===== src/rtl/seq_pkg.sv =====
// Shared definitions for the note sequencer: FSM state encoding and the
// {dur, note} layout of a song ROM word.
package seq_pkg;

  localparam int NOTE_W = 7;
  localparam int DUR_W  = 5;
  localparam int ROM_DW = NOTE_W + DUR_W;

  localparam logic [NOTE_W-1:0] REST_CODE = '0;
  localparam logic [DUR_W-1:0]  END_DUR   = '0;

  localparam int NOTE_LSB = 0;
  localparam int NOTE_MSB = NOTE_W - 1;
  localparam int DUR_LSB  = NOTE_W;
  localparam int DUR_MSB  = NOTE_W + DUR_W - 1;

  typedef enum logic [2:0] {
    IDLE,
    FETCH,
    LOAD,
    PLAY,
    GAP
  } seq_state_e;

endpackage


===== src/rtl/note_sequencer_if.sv =====
// Song ROM bus between the sequencer (master, drives the address) and a
// synchronous ROM (slave, returns the word one cycle later).
interface note_sequencer_if #(
  parameter int ROM_AW = 8,
  parameter int DATA_W = seq_pkg::ROM_DW
);

  logic [ROM_AW-1:0] rom_addr;
  logic [DATA_W-1:0] rom_data;

  modport master (
    output rom_addr,
    input  rom_data
  );

  modport slave (
    input  rom_addr,
    output rom_data
  );

endinterface


===== src/rtl/tempo_tick.sv =====
// Level-scaled tempo divider: one-cycle tick every BASE_DIV - level*STEP_DIV
// enabled cycles; level is resampled on every tick and on clear.
module tempo_tick #(
  parameter int BASE_DIV = 3000000,
  parameter int STEP_DIV = 150000,
  parameter int DIV_W    = 24
) (
  input  logic       clk,
  input  logic       rst,
  input  logic [3:0] level,
  input  logic       en,
  input  logic       clear,
  output logic       tick
);

  localparam logic [DIV_W-1:0] BASE = DIV_W'(BASE_DIV);
  localparam logic [DIV_W-1:0] STEP = DIV_W'(STEP_DIV);

  logic [DIV_W-1:0] cnt_q;
  logic [3:0]       level_q;
  logic [DIV_W-1:0] period_m1;

  // The period in force is set by the level latched at the last boundary,
  // so a mid-tick level change cannot stretch or cut the current tick.
  assign period_m1 = BASE - STEP * DIV_W'(level_q) - DIV_W'(1);
  assign tick      = en && (cnt_q == period_m1);

  // NOTE: sequential state uses non-blocking (<=) so every flop samples
  // pre-edge values regardless of process ordering.
  always_ff @(posedge clk or negedge rst) begin
    if (!rst) begin
      cnt_q   <= '0;
      level_q <= '0;
    end else if (clear || tick) begin
      cnt_q   <= '0;
      level_q <= level;
    end else if (en) begin
      cnt_q   <= cnt_q + DIV_W'(1);
    end
  end

endmodule


===== src/rtl/note_sequencer.sv =====
// Song ROM walker feeding the tone generator. Optional macro SEQ_LOOP_EN:
// defined = end marker wraps to address 0, undefined = stop in IDLE until restart.
module note_sequencer #(
  parameter int ROM_AW   = 8,
  parameter int NOTE_W   = seq_pkg::NOTE_W,
  parameter int DUR_W    = seq_pkg::DUR_W,
  parameter int BASE_DIV = 3000000,
  parameter int STEP_DIV = 150000,
  parameter int DIV_W    = 24
) (
  input  logic              clk,
  input  logic              rst,
  input  logic [3:0]        level,
  input  logic              run,
  input  logic              restart,
  note_sequencer_if.master  rom,
  output logic [NOTE_W-1:0] freq_out,
  output logic              note_strobe,
  output logic              song_end
);

  import seq_pkg::*;

  seq_state_e        state_q, state_d;
  logic [ROM_AW-1:0] addr_q, addr_d;
  logic [NOTE_W-1:0] freq_q, freq_d;
  logic [DUR_W-1:0]  rem_q, rem_d;
  logic              strobe_q, strobe_d;
  logic              end_q, end_d;
  logic              halted_q, halted_d;
  logic              tick;
  logic              tick_clear;
  logic [NOTE_W-1:0] rom_note;
  logic [DUR_W-1:0]  rom_dur;

  assign rom_note = rom.rom_data[NOTE_MSB:NOTE_LSB];
  assign rom_dur  = rom.rom_data[DUR_MSB:DUR_LSB];

  // Each note's first tick is measured from its LOAD cycle.
  assign tick_clear = restart || (run && (state_q == LOAD));

  tempo_tick #(
    .BASE_DIV (BASE_DIV),
    .STEP_DIV (STEP_DIV),
    .DIV_W    (DIV_W)
  ) u_tempo_tick (
    .clk   (clk),
    .rst   (rst),
    .level (level),
    .en    (run),
    .clear (tick_clear),
    .tick  (tick)
  );

  // NOTE: every always_comb output is given a default first, so no path
  // leaves a signal unassigned and no latch is inferred.
  always_comb begin
    state_d  = state_q;
    addr_d   = addr_q;
    freq_d   = freq_q;
    rem_d    = rem_q;
    halted_d = halted_q;
    strobe_d = 1'b0;
    end_d    = 1'b0;

    if (restart) begin
      addr_d   = '0;
      freq_d   = REST_CODE;
      rem_d    = '0;
      halted_d = 1'b0;
      state_d  = run ? FETCH : IDLE;
    end else if (run) begin
      unique case (state_q)
        IDLE: begin
          if (!halted_q) state_d = FETCH;
        end
        FETCH: begin
          state_d = LOAD;
        end
        LOAD: begin
          if (rom_dur == END_DUR) begin
            end_d  = 1'b1;
            freq_d = REST_CODE;
`ifdef SEQ_LOOP_EN
            addr_d  = '0;
            state_d = FETCH;
`else
            halted_d = 1'b1;
            state_d  = IDLE;
`endif
          end else begin
            freq_d   = rom_note;
            strobe_d = 1'b1;
            rem_d    = rom_dur;
            addr_d   = addr_q + ROM_AW'(1);
            state_d  = PLAY;
          end
        end
        PLAY: begin
          if (tick) begin
            rem_d = rem_q - DUR_W'(1);
            if (rem_q == DUR_W'(1)) begin
              state_d = FETCH;
            end else if (rem_q == DUR_W'(2)) begin
              // Last tick of a multi-tick note is silent articulation.
              freq_d  = REST_CODE;
              state_d = GAP;
            end
          end
        end
        GAP: begin
          if (tick) begin
            rem_d   = '0;
            state_d = FETCH;
          end
        end
        default: begin
          state_d = IDLE;
        end
      endcase
    end
  end

  always_ff @(posedge clk or negedge rst) begin
    if (!rst) begin
      state_q  <= IDLE;
      addr_q   <= '0;
      freq_q   <= '0;
      rem_q    <= '0;
      strobe_q <= 1'b0;
      end_q    <= 1'b0;
      halted_q <= 1'b0;
    end else begin
      state_q  <= state_d;
      addr_q   <= addr_d;
      freq_q   <= freq_d;
      rem_q    <= rem_d;
      strobe_q <= strobe_d;
      end_q    <= end_d;
      halted_q <= halted_d;
    end
  end

  assign rom.rom_addr = addr_q;
  assign freq_out     = freq_q;
  assign note_strobe  = strobe_q;
  assign song_end     = end_q;

endmodule


===== src/flat_wrapper.sv =====
// flat-port wrapper written by rule: the top's interface ports become plain ports
module note_sequencer_flat import seq_pkg::*;
#(
  parameter int ROM_AW   = 8,
  parameter int NOTE_W   = seq_pkg::NOTE_W,
  parameter int DUR_W    = seq_pkg::DUR_W,
  parameter int BASE_DIV = 3000000,
  parameter int STEP_DIV = 150000,
  parameter int DIV_W    = 24
)
  (clk, rst, level, run, restart, freq_out, note_strobe, song_end, rom_rom_addr, rom_rom_data);
  note_sequencer_if #(.ROM_AW(ROM_AW), .DATA_W(12)) rom_i ();
  input  logic clk;
  input  logic rst;
  input  logic [3:0] level;
  input  logic run;
  input  logic restart;
  output logic [NOTE_W-1:0] freq_out;
  output logic note_strobe;
  output logic song_end;
  output wire logic [$bits(rom_i.rom_addr)-1:0] rom_rom_addr;
  input wire logic [$bits(rom_i.rom_data)-1:0] rom_rom_data;
  assign rom_rom_addr = rom_i.rom_addr;
  assign rom_i.rom_data = rom_rom_data;
  note_sequencer #(.ROM_AW(ROM_AW), .NOTE_W(NOTE_W), .DUR_W(DUR_W), .BASE_DIV(BASE_DIV), .STEP_DIV(STEP_DIV), .DIV_W(DIV_W)) u_core (.clk(clk), .rst(rst), .level(level), .run(run), .restart(restart), .rom(rom_i), .freq_out(freq_out), .note_strobe(note_strobe), .song_end(song_end));
endmodule

===== config.mk =====
export PLATFORM = sky130hd
export DESIGN_NAME = note_sequencer_flat
export DESIGN_NICKNAME = d
export VERILOG_FILES = /design/src/rtl/seq_pkg.sv /design/src/rtl/note_sequencer_if.sv /design/src/rtl/tempo_tick.sv /design/src/rtl/note_sequencer.sv /design/src/flat_wrapper.sv
export SDC_FILE = /design/constraint.sdc
export NUM_CORES = 1
export LEC_CHECK = 0
export CAP_MARGIN = 30
export CORE_AREA = 2 2 115 117
export DETAILED_ROUTE_END_ITERATION = 8
export DIE_AREA = 0 0 117 119
export SLEW_MARGIN = 15
export SYNTH_ARGS = -nofsm -noshare
export SYNTH_HDL_FRONTEND = slang
export SYNTH_HIERARCHICAL = 1
export SYNTH_SLANG_ARGS = --single-unit

===== constraint.sdc =====
create_clock -name clk -period 6 [get_ports clk]
set_input_delay 0.6 -clock clk [delete_from_list [all_inputs] [get_ports clk]]
set_output_delay 0.6 -clock clk [all_outputs]
set_load 0.02 [all_outputs]

==> run_results.csv <==
group,metric,value,unit
outcome,outcome,"finished with violations",
outcome,violations,"setup timing",
placed_design,dpl.hpwl,9893,µm
timing,setup_tns,-66.84,ps
drt,drt_iter0_drc,309,
timing,skew,7.313,ps
timing,drv_slew,0,
timing,finalWorstPathRequiredPeriod,6020,ps
logic_synthesis,yosysTopAreaCell,"dfrtp_1",
floorplanning,die_h,119,µm
finish,fillers,1217,
floorplanning,die_area,0.01392,mm²
pwr,p_leak,0.002639,µW
critical_path,crit_top_cell,"buf_4",
clock_tree,cts_hold_buf,0,
logic_synthesis,synth_edf_count,0,
drt,detail-route-antenna-nets,0,
pwr,power_density,431.0,mW/mm²
global_routing,grt_pass1_vias,4567,
finish,seqCellArea,0.001351,mm²
pwr,switchingPower,1191,µW
pwr,seqPwrFrac,0.145,
critical_path,critPathBufInv,2,
global_routing,grt_max_degree,55,
drt,vias_per_cell,5.437,
global_routing,grt_pass1_wl,21950,µm
logic_synthesis,async_flop_share,1.000,
pwr,ir_drop,196.3,µV
timing,final_hold_viol_count,0,
critical_path,cp_slowest_cell,"fa_2",
timing,relSlewSlack,0.5312,
pwr,p_comb_frac,0.751,
logic_synthesis,syn_avg_cell_area,8.617,µm²
logic_synthesis,yosys_register_bits,54,
finish,diodes,0,
clock_tree,cts_tree,"yes",
drt,routed-via-count,4654,
logic_synthesis,synth_nets,625,
drt,wl_per_cell,15.09,µm
logic_synthesis,yosysUniqueCellTypes,78,
timing,setup_viol,5,
pwr,p_int,1586,µW
finish,layoutNonFillerInstCount,856,
finish,multi_input_area,0.003638,mm²
clock_tree,clk_latency,290,ps
timing,fmax,0.1661,GHz
hold_path,hp-class,"primary input to asynchronous set/reset pin",
critical_path,worstSetupStartpointType,"flop",
placed_design,place_congestion,0.8646,
drt,drt-total-wl,12920,µm
placed_design,place_area,0.006002,mm²
critical_path,cp_max_fo,5,
finish,layout.nets,728,
critical_path,setup.worst_path.class,"flop to flop",
critical_path,critical_path.endpoint_type,"flop",
drt,dr.pass1.iters,4,
pwr,sw_frac_of_total,0.4289,
pwr,clock_power_share,0.104,
clock_tree,cts_buffers,5,
finish,area_growth,29.80,%
placed_design,place_inst,836,
logic_synthesis,synth.area.top_cells,"dfrtp_1, xnor2_1, ha_1, nor2_1, nand2_1",
finish,final_cell_area,0.006442,mm²
global_routing,grt_overflow,0,
logic_synthesis,synthFlopType,"dfrtp_1",
flow_run,maxCapViolCount,0,
clock_tree,cts.sinks,54,
logic_synthesis,ys_seq_area_frac,0.2722,
logic_synthesis,yosysMostFrequentCell,"nor2_1",
clock_tree,clkSlewWorstSetupHoldPaths,70,ps
floorplanning,rows,42,
finish,final_layout_size_suffix_gt1_frac,0.2221,
placed_design,io_buffers,36,
timing,fin_hold_ws,436.3,ps
logic_synthesis,ys_warn_count,6,
floorplanning,initial_core_util,0.3855,
floorplanning,die_w,117,µm
timing,fin_crit_sh,1.003,
logic_synthesis,synthesis.area,0.004964,mm²
logic_synthesis,netlist_instances,576,
floorplanning,ios,37,
global_routing,grt_antenna_before_repair,0,
drt,drc,0,
finish,post-route-util,0.5004,
critical_path,cpLargestDelayFamily,"compound AO/OA/AOI/OAI gates",
global_routing,grt_usage,0.1930,
timing,worst_pin_slew,703.1,ps
clock_tree,clk_path_buf_depth,2,
clock_tree,htree_levels,2,
floorplanning,core,0.01287,mm²
clock_tree,root_buffer,"clkbuf_16",
critical_path,max_stage_delay,620,ps
critical_path,worstPathArrival,6200,ps
critical_path,crit_path_cell_trace,"fa_2 > fa_1 > ha_1 > a211o_1 > a21oi_2 > buf_4 > mux2i_2 > o21ai_1 > o221a_1 > or4_1 > a311o_1 > or4_4 > nor4_4 > buf_4 > nand2b_1 > a32o_2 > a31oi_4 > a22o_1",
logic_synthesis,yosysTopAreaCellShare,0.2722,
timing,setup_ws,-20.48,ps
critical_path,cp_data_required_time,6180,ps
timing,rsz0062_at_grt,"true",
logic_synthesis,netlist_top_cells_count,"nor2_1, dfrtp_1, xnor2_1",
[layout by cell type, fill, tap and decap left out, types with 4 or more instances in the layout]
cell type / instances
nor3_1: 15
or3_1: 4
and2_1: 6
o21bai_1: 4
buf_4: 80
nor2b_1: 7
o211ai_1: 10
buf_6: 4
or4_1: 9
nor2_1: 62
clkbuf_16: 5
nand2_1: 48
nand2b_1: 6
a22o_1: 13
xor2_1: 18
a211oi_1: 6
o21ai_0: 16
nor4_1: 4
fa_1: 4
ha_1: 22
mux2_2: 6
mux2i_1: 5
inv_1: 22
a31oi_1: 7
clkdlybuf4s50_1: 35
a221oi_1: 6
a21oi_1: 13
nand3_1: 24
dfrtp_1: 54
nand4_1: 11
o21ai_1: 4
and3_1: 6
xnor2_1: 48
[power groups by stage]
stage	Clock, µW	Combinational, µW	Sequential (µW)
floorplan	0	1180	403
global placement	0	1760	407
detailed placement	0	1800	408
CTS	302	1980	401
global route	313	2260	405
finish	290	2080	402
[cell families (layout without fill, tap and decap cells)]
logic type      after synthesis  count (layout)  share of synthesized area
fa+ha+maj                    29              29                    0.08218
mux                          12              12                    0.02571
flops                        54              54                     0.2722
xor+xnor                     73              73                     0.1361
compound gates              128             128                     0.1956
buf+inv                      46             150                    0.03882
simple gates                234             234                     0.2493
[through the flow]
| step | total power, µW | setup WS, ps |
|---|---|---|
| after global placement | 2165 | -178.9 |
| final | 2777 | -20.48 |
| after detailed placement | 2205 | -372.3 |
| after CTS | 2685 | -7.026 |
| after floorplan | 1578 | 12.31 |
| after global routing | 2983 | -249.9 |
[sequential cells by signal (all words and copies together) (netlist names)]
signal / cells
u_core/u_tempo_tick/cnt_q: 24
u_core/rom.rom_addr: 8
u_core/freq_out: 7
u_core/rem_q: 5
u_core/u_tempo_tick/level_q: 4
u_core/state_q: 3
u_core/halted_q: 1
u_core/note_strobe: 1
u_core/song_end: 1
[worst paths after layout]
kind                                                       startpoint                                    endpoint  slack (ps)  cells after the start
max reg2reg                u_core/u_tempo_tick/level_q[1]$_DFFE_PN0P_                 u_core/rem_q[3]$_DFFE_PN0P_         -20                     18
max in group asynchronous                                         rst  u_core/u_tempo_tick/level_q[3]$_DFFE_PN0P_        5100                      2
min                                                               rst                u_core/note_strobe$_DFF_PN0_         440                      2
max                        u_core/u_tempo_tick/level_q[1]$_DFFE_PN0P_                 u_core/rem_q[3]$_DFFE_PN0P_         -20                     18
min reg2reg                               u_core/halted_q$_DFFE_PN0P_                 u_core/halted_q$_DFFE_PN0P_         490                      1
min in group clk                          u_core/halted_q$_DFFE_PN0P_                 u_core/halted_q$_DFFE_PN0P_         490                      1
[routing by layer]
layer  vias up  global-route usage  routed length, µm
li1       2309                   -                  -
met1      2253              0.2688               6088
met2        83              0.3223               6368
met3         9             0.01476                286
met4         0             0.05000                174
met5         -                   0                  0
[final cells by class]
type | count | area share
multi-input combinational | 476 | 0.5648
clock inverter | 3 | 0.003690
timing repair buffer | 120 | 0.1554
inverter | 22 | 0.01282
sequential | 54 | 0.2098
clock buffer | 5 | 0.01942
tap | 176 | 0.03418
[repair_timing]
action,CTS,global route
pin swaps,22,12
gates resized for setup,25,19
buffers inserted,10,2
endpoints found under the setup margin,19,38
Note: power is estimated with default switching activity, not from simulation.
